$ cat src/rtl/video_sig_gen.sv
// Raster timing generator: walks (hcount, vcount) across the whole frame and emits
// registered sync, active-draw, new-frame and frame-count signals aligned to that position.
module video_sig_gen #(
  parameter int unsigned H_ACTIVE = 1280,
  parameter int unsigned H_FP     = 110,
  parameter int unsigned H_SYNC   = 40,
  parameter int unsigned H_BP     = 220,
  parameter int unsigned V_ACTIVE = 720,
  parameter int unsigned V_FP     = 5,
  parameter int unsigned V_SYNC   = 5,
  parameter int unsigned V_BP     = 20,
  parameter int unsigned FPS      = 60
) (
  input  logic        i_pixel_clk,
  input  logic        i_rst_n,
  output logic [10:0] o_hcount,
  output logic [9:0]  o_vcount,
  output logic        o_hs,
  output logic        o_vs,
  output logic        o_ad,
  output logic        o_nf,
  output logic [5:0]  o_fc
);

  localparam int unsigned H_TOTAL = H_ACTIVE + H_FP + H_SYNC + H_BP;
  localparam int unsigned V_TOTAL = V_ACTIVE + V_FP + V_SYNC + V_BP;

  localparam logic [10:0] HLast   = 11'(H_TOTAL - 1);
  localparam logic [10:0] HActive = 11'(H_ACTIVE);
  localparam logic [10:0] HsFirst = 11'(H_ACTIVE + H_FP);
  localparam logic [10:0] HsLast  = 11'(H_ACTIVE + H_FP + H_SYNC - 1);
  localparam logic [9:0]  VLast   = 10'(V_TOTAL - 1);
  localparam logic [9:0]  VActive = 10'(V_ACTIVE);
  localparam logic [9:0]  VsFirst = 10'(V_ACTIVE + V_FP);
  localparam logic [9:0]  VsLast  = 10'(V_ACTIVE + V_FP + V_SYNC - 1);
  localparam logic [5:0]  FcLast  = 6'(FPS - 1);

  logic        running_q;
  logic [10:0] hcount_q, hcount_d;
  logic [9:0]  vcount_q, vcount_d;
  logic        hs_q, hs_d;
  logic        vs_q, vs_d;
  logic        ad_q, ad_d;
  logic        nf_q, nf_d;
  logic [5:0]  fc_q, fc_d;

  // Flags are computed from the next position so they land in the same cycle as it.
  always_comb begin
    hcount_d = '0;
    vcount_d = '0;
    if (running_q) begin
      if (hcount_q == HLast) begin
        hcount_d = '0;
        vcount_d = (vcount_q == VLast) ? '0 : vcount_q + 10'd1;
      end else begin
        hcount_d = hcount_q + 11'd1;
        vcount_d = vcount_q;
      end
    end

    ad_d = (hcount_d < HActive) && (vcount_d < VActive);
    hs_d = (hcount_d >= HsFirst) && (hcount_d <= HsLast);
    vs_d = (vcount_d >= VsFirst) && (vcount_d <= VsLast);
    nf_d = (hcount_d == HActive) && (vcount_d == VActive);

    fc_d = fc_q;
    if (nf_d) begin
      fc_d = (fc_q == FcLast) ? '0 : fc_q + 6'd1;
    end
  end

  always_ff @(posedge i_pixel_clk or negedge i_rst_n) begin
    if (!i_rst_n) begin
      running_q <= 1'b0;
      hcount_q  <= '0;
      vcount_q  <= '0;
      hs_q      <= 1'b0;
      vs_q      <= 1'b0;
      ad_q      <= 1'b0;
      nf_q      <= 1'b0;
      fc_q      <= '0;
    end else begin
      running_q <= 1'b1;
      hcount_q  <= hcount_d;
      vcount_q  <= vcount_d;
      hs_q      <= hs_d;
      vs_q      <= vs_d;
      ad_q      <= ad_d;
      nf_q      <= nf_d;
      fc_q      <= fc_d;
    end
  end

  assign o_hcount = hcount_q;
  assign o_vcount = vcount_q;
  assign o_hs     = hs_q;
  assign o_vs     = vs_q;
  assign o_ad     = ad_q;
  assign o_nf     = nf_q;
  assign o_fc     = fc_q;

endmodule

$ cat config.mk
export PLATFORM = sky130hd
export DESIGN_NAME = video_sig_gen
export DESIGN_NICKNAME = d
export VERILOG_FILES = /design/src/rtl/video_sig_gen.sv
export SDC_FILE = /design/constraint.sdc
export NUM_CORES = 1
export LEC_CHECK = 0
export CORE_AREA = 2 2 70 72
export DETAILED_ROUTE_END_ITERATION = 8
export DIE_AREA = 0 0 72 74
export PLACE_DENSITY_LB_ADDON = 0.25
export SLEW_MARGIN = 20
export SYNTH_ARGS = -nofsm -noshare
export SYNTH_HDL_FRONTEND = slang
export SYNTH_SLANG_ARGS = --single-unit
$ cat constraint.sdc
create_clock -name i_pixel_clk -period 2.6 [get_ports i_pixel_clk]
set_input_delay 0.65 -clock i_pixel_clk [delete_from_list [all_inputs] [get_ports i_pixel_clk]]
set_output_delay 0.65 -clock i_pixel_clk [all_outputs]
set_load 0.01 [all_outputs]
==> results of run 1 <==
-- state kept, by name (all words and copies together) (netlist names) --
| register | count |
|---|---|
| o_fc | 6 |
| o_nf | 1 |
| o_vcount | 10 |
| o_ad | 1 |
| o_hcount | 11 |
| o_vs | 1 |
| o_hs | 1 |
| running_q | 1 |
-- timing repair --
item	in CTS	in global routing
resized for setup	2	10
endpoints found under the setup margin	3	5
cloned	0	1
setup buffers	1	5
pin swaps	0	5
-- worst max path at each step --
stage,to,cells past startpoint,from
floorplan,o_fc[5],9,o_vcount[1]
global placement,o_fc[5],9,o_hcount[1]
detailed placement,o_fc[5],9,o_hcount[1]
CTS,o_fc[5],9,o_hcount[1]
global route,o_fc[5],10,o_hcount[1]
finish,o_fc[5],9,o_hcount[1]
-- worst max-delay path: cells and delay by family, from the launching register on --
| kind | cells | cell delay (ns) |
|---|---|---|
| simple gates | 4 | 1.45 |
| flops | 1 | 0.41 |
| compound gates | 2 | 0.32 |
| xor+xnor | 1 | 0.22 |
| fa+ha+maj | 1 | 0.14 |
| buf+inv | 1 | 0.07 |
-- cell families (layout without fill, tap and decap cells) --
group / Yosys count / after routing / share of synthesized area (%)
AND/OR/NAND/NOR: 101 / 102 / 30.5
AO/OA/AOI/OAI: 40 / 40 / 13.3
flip-flops: 32 / 32 / 38.1
buffers and inverters: 21 / 94 / 5.60
XOR/XNOR: 16 / 16 / 6.67
adder cells (fa/ha/maj): 6 / 6 / 3.46
multiplexers: 4 / 4 / 2.09
other: 1 / 1 / 0.179
-- layout by cell type, fill, tap and decap left out, types with 3 or more instances in the layout --
cell,n
and3_1,4
clkdlybuf4s50_1,32
ha_1,4
nand2b_1,3
buf_4,44
a21oi_1,6
xor2_1,8
nand3_1,11
nand2_1,17
inv_1,9
and4_1,6
clkbuf_8,5
and2_1,3
nor3_1,3
nand4_1,4
o21ai_0,9
xnor2_1,7
nand4b_1,4
mux2_2,3
a31oi_1,5
dfrtp_1,30
nor2_1,21
-- power by group --
group | internal [mW] | total, mW | switching (mW) | leakage (nW)
clock | 0.283 | 0.483 | 0.200 | 0.0541
sequential | 0.502 | 0.510 | 0.00752 | 0.434
combinational | 0.0275 | 0.0669 | 0.0394 | 0.772
-- metal layers --
layer  vias up  GRT usage, %
met5         -             0
met4         0          9.22
met3         8          3.93
met2        68          35.7
met1       953          27.0
li1        956             -
-- cell type report --
| type | count | area (um2) | share of cell area [%] |
|---|---|---|---|
| multi-input combinational | 169 | 1280 | 43.2 |
| sequential | 32 | 803 | 27.2 |
| timing repair buffer | 77 | 662 | 22.4 |
| clock buffer | 5 | 68.8 | 2.33 |
| tap | 54 | 67.6 | 2.29 |
| clock inverter | 3 | 42.5 | 1.44 |
| inverter | 9 | 33.8 | 1.14 |
-- per-stage QoR --
step                      std cells  power, mW  cell area, um2  utilization [%]  TNS [ns]
after floorplan                 221      0.549            2130                -   -0.0425
after global placement          334      0.584            2720             59.2         0
after detailed placement        334      0.586            2720             59.2   -0.0504
after CTS                       343       1.07            2850             62.0   -0.0523
after global routing            349       1.10            2960             64.3    -0.360
final                           349       1.06            2960             64.3   -0.0962
==> run_results.csv, run 1 <==
group,metric,value,unit
place,dp_slack,-0.0504,ns
sta,finalSetupViolations,1,
clock_network,clk_latency,0.29,ns
floorplan,start_util,45.7,%
route,dr_wl_met3,299,um
clock_network,clk_pin_slew,0.07,ns
place,gp_congestion,0.859,
sta,setup_slack,-0.0962,ns
power,power_density,359,mW/mm2
yosys,synth-seq-cells,32,
floorplan,ios,33,
yosys,synth_edf_count,0,
yosys,ys_top_cells_by_area,"dfrtp_1, nor2_1, xor2_1",
power,leakagePower,1.26,nW
sta,hold_viol,0,
yosys,synthFlopType,"dfrtp_1",
floorplan,die_h,74,um
worst_setup_path,cp.arrival,2.89,ns
layout,num-fill-cells,397,
worst_setup_path,crit_type,"flip-flop to flip-flop",
hold_path,hold_depth,1,
grt,grtUsageTotal,21.2,%
clock_network,root_buffer,"clkbuf_8",
layout,drive_gt1_share,28.1,%
clock_network,h-tree-depth,2,
route,wl,5490,um
grt,grt_max_degree,33,
yosys,synth_most_common_cell,"dfrtp_1",
place,hpwlAfterDp,3960,um
grt,grt_pass1_wl,8620,um
status,violations,"setup timing",
route,highest_layer,"met4",
worst_setup_path,path_max_fanout,7,
yosys,async_flop_share,100,%
route,vias,1985,
worst_setup_path,end_kind,"flip-flop",
sta,clock.fmax,371,MHz
layout,fin_nets,301,
layout,area_growth_syn_to_layout,40.8,%
sta,holdWs,0.602,ns
grt,overflow,0,
worst_setup_path,slowest_delay,0.53,ns
worst_setup_path,r2r-end,"o_fc[5]",
worst_setup_path,slowest_stage,"or4_4",
yosys,ys_types,59,
yosys,synthesis.nets,228,
route,met1Wirelength,2370,um
worst_setup_path,reg2reg_depth,9,
sta,grt_setup_unrepaired,"yes",
clock_network,cts_tree,"done",
yosys,synth.avg_cell_area,9.50,um2
grt,antenna_found_initial,0,
route,wire_per_inst,15.7,um
worst_setup_path,worstPathRequired,2.79,ns
floorplan,die_area,0.00533,mm2
floorplan,fp-row-count,25,
yosys,postSynthCellCount,221,
clock_network,cts_buffers,5,
place,port_buffers,32,
hold_path,hp-start,"o_fc[1]",
yosys,ys_seq_area_share,38.1,%
clock_network,clock-sinks,32,
worst_setup_path,start_kind,"flip-flop",
grt,grt_pass1_vias,1845,
worst_setup_path,reg2reg_slack,-0.1,ns
route,first_iter_violations,171,
status,outcome,"complete, but fails checks",
sta,fin_worst_skew,0.00713,ns
route,drcViolationCount,0,
floorplan,die_w,72,um
clock_network,clk_path_buf_depth,2,
route,routed-wl-met2,2740,um
route,drt.antenna.violating_nets,0,
run,drv_cap,0,
hold_path,hold_end,"o_fc[1]",
worst_setup_path,r2r_start,"o_hcount[1]",
clock_network,holdBufCountCts,0,
yosys,syn_area,0.00210,mm2
hold_path,hold_class,"flip-flop to flip-flop",
floorplan,core_area,0.00460,mm2
sta,report.final.slew_viol_count,0,
power,irDropWorstVdd,0.308,mV
yosys,yosysTopAreaCell,"dfrtp_1",
yosys,synth_common_cells,"dfrtp_1, nor2_1, nand2_1, nand3_1",
sta,period_share,104,%
worst_setup_path,path_cells,"inv_1, ha_1, and4bb_4, nand4_1, xor2_2, a21oi_2, or4_4, or4_1, a22o_1",
route,drt_first_pass_iters,4,
route,vias_per_cell,5.69,
yosys,synth_top_area_share,38.1,%
sta,fin_crit,2.70,ns
yosys,ys_warn_count,0,
layout,insertedDiodeCount,0,
Power figures use the tool's default switching activity.
==> run 2, diff against run 1 <==
--- a/config.mk
+++ b/config.mk
@@ -5,10 +5,12 @@
 export SDC_FILE = /design/constraint.sdc
 export NUM_CORES = 1
 export LEC_CHECK = 0
-export CORE_AREA = 2 2 70 72
+export CORE_AREA = 2 2 68 70
+export CTS_BUF_LIST = sky130_fd_sc_hd__clkbuf_2
 export DETAILED_ROUTE_END_ITERATION = 8
-export DIE_AREA = 0 0 72 74
+export DIE_AREA = 0 0 70 72
 export PLACE_DENSITY_LB_ADDON = 0.25
+export RECOVER_POWER = 50
 export SLEW_MARGIN = 20
 export SYNTH_ARGS = -nofsm -noshare
 export SYNTH_HDL_FRONTEND = slang
==> run 2 against run 1 <==
Against the previous run: the flow finishes with violations (capacitance limit, slew limit, setup timing); combinational power grew 11%; clock skew grew 0.020 ns; hold slack is essentially flat; fmax rose by 2.1%; clock-buffer cell count unchanged; critical path type unchanged.
==> run_results.csv, run 2 (synthesis gave the netlist of run 1 again) <==
group,metric,value,unit
sta,relSlewSlack,-14.1,%
route,drt.antenna.violating_nets,0,
worst_setup_path,cp.arrival,2.96,ns
worst_setup_path,path_delay_family,"simple AND/OR/NAND/NOR gates",
clock_network,clk_latency,0.40,ns
route,wl,5360,um
sta,period_share,102,%
place,hpwlAfterDp,4000,um
clock_network,clk_pin_slew,0.19,ns
clock_network,clk_path_buf_depth,2,
grt,antenna_found_initial,0,
floorplan,die_h,72,um
place,placed_area,0.00274,mm2
sta,holdWs,0.602,ns
status,violations,"capacitance limit, slew limit, setup timing",
power,power_density,290,mW/mm2
sta,clock.fmax,379,MHz
layout,multi_input_area,0.00128,mm2
layout,num-fill-cells,363,
power,irDropWorstVdd,0.209,mV
sta,fin_worst_skew,0.0271,ns
grt,overflow,0,
power,leakagePower,1.26,nW
floorplan,ios,33,
route,first_iter_violations,134,
run,drv_cap,1,
route,wire_per_inst,15.3,um
place,port_buffers,32,
clock_network,cts_tree,"done",
route,drt_first_pass_iters,4,
worst_setup_path,cp.buffers_inverters,1,
worst_setup_path,start_kind,"flip-flop",
layout,regArea,803,um2
worst_setup_path,slowest_stage,"or4_4",
worst_setup_path,slowest_delay,0.51,ns
layout,design_area,0.00291,mm2
layout,fin_nets,304,
hold_path,hold_class,"flip-flop to flip-flop",
layout,mostFrequentLayoutCell,"buf_4",
sta,fin_tns_setup,-0.0410,ns
clock_network,holdBufCountCts,0,
worst_setup_path,crit_type,"flip-flop to flip-flop",
layout,area_growth_syn_to_layout,38.8,%
clock_network,root_buffer,"clkbuf_2",
sta,finalSetupViolations,1,
worst_setup_path,path_cells,"buf_4, ha_2, xnor2_1, a31oi_1, o211ai_1, o311ai_2, or4_4, or4_1, a22o_1",
grt,grt_pass1_vias,1957,
layout,drive_gt1_share,29.9,%
worst_setup_path,worstPathRequired,2.92,ns
grt,grt_pass1_wl,8900,um
floorplan,core_area,0.00426,mm2
layout,largest_register_ff_count,11,
sta,setup_slack,-0.0410,ns
layout,layout_common_cells,"buf_4, clkdlybuf4s50_1, dfrtp_1",
layout,insertedDiodeCount,0,
clock_network,h-tree-depth,2,
grt,grtUsageTotal,22.2,%
place,gp_congestion,0.889,
route,vias,1982,
sta,report.final.slew_viol_count,33,
status,outcome,"complete, but fails checks",
grt,grt_max_degree,33,
sta,tightest_slew,1.71,ns
floorplan,start_util,49.2,%
route,drcViolationCount,0,
floorplan,fp-row-count,24,
sta,grt_setup_unrepaired,"yes",
clock_network,clock-sinks,32,
worst_setup_path,end_kind,"flip-flop",
worst_setup_path,path_max_fanout,3,
floorplan,die_area,0.00504,mm2
floorplan,die_w,70,um
sta,fin_crit,2.64,ns
route,vias_per_cell,5.66,
clock_network,cts_buffers,5,
sta,hold_viol,0,
## run 2: final timing paths
check	from	endpoint	slack [ns]	cells after the start
setup / recovery	o_hcount[1]	o_fc[5]	-0.04	9
hold / removal	o_hcount[0]	o_hcount[0]	0.60	2
setup reg to reg	o_hcount[1]	o_fc[5]	-0.04	9
hold reg to reg	o_hcount[0]	o_hcount[0]	0.60	2
max in group asynchronous	i_rst_n	o_vcount[1]	0.37	2
min in group asynchronous	i_rst_n	o_vcount[8]	1.14	2
## run 2: timing repair
action                     in CTS  in global routing
setup buffers                   1                  6
setup endpoints to repair       3                  5
gates resized for setup         2                 16
cloned                          0                  0
pin swaps                       3                  4
## run 2: through the flow
| step | cells | setup WS, ns | util (%) | power (mW) |
|---|---|---|---|---|
| 2_1_floorplan | 221 | -0.0425 | - | 0.549 |
| 3_3_place_gp | 335 | -0.0142 | 64.3 | 0.587 |
| 3_5_place_dp | 335 | -0.0526 | 64.3 | 0.589 |
| 4_1_cts | 344 | -0.0514 | 65.6 | 0.850 |
| 5_1_grt | 350 | -0.132 | 68.3 | 0.880 |
| 6_report | 350 | -0.0410 | 68.3 | 0.845 |
## run 2: worst min-delay path, stage by stage (launching register included)
cell	delay (ns)
dfrtp_2	0.44
buf_4	0.12
nor2_1	0.04
## run 2: cell type report
type,count,share of cell area (%)
repair buffers,81,23.6
flip-flops and latches,32,27.6
clock buffers,5,0.859
well taps,52,2.23
inverters,9,1.16
clock inverters,3,0.644
multi-input cells,168,43.9
## run 2: power breakdown
group	total, mW	internal (mW)	switching (mW)
Combinational	0.0741	0.0321	0.0421
Clock	0.261	0.0649	0.197
Sequential	0.510	0.503	0.00658
Total	0.845	0.600	0.245
## run 2: routing by layer
| metal | share of wire (%) | GRT usage [%] |
|---|---|---|
| met3 | 4.1 | 4.86 |
| met2 | 48 | 35.6 |
| met4 | 3.3 | 13.5 |
| met5 | 0 | 0 |
| met1 | 45 | 27.7 |
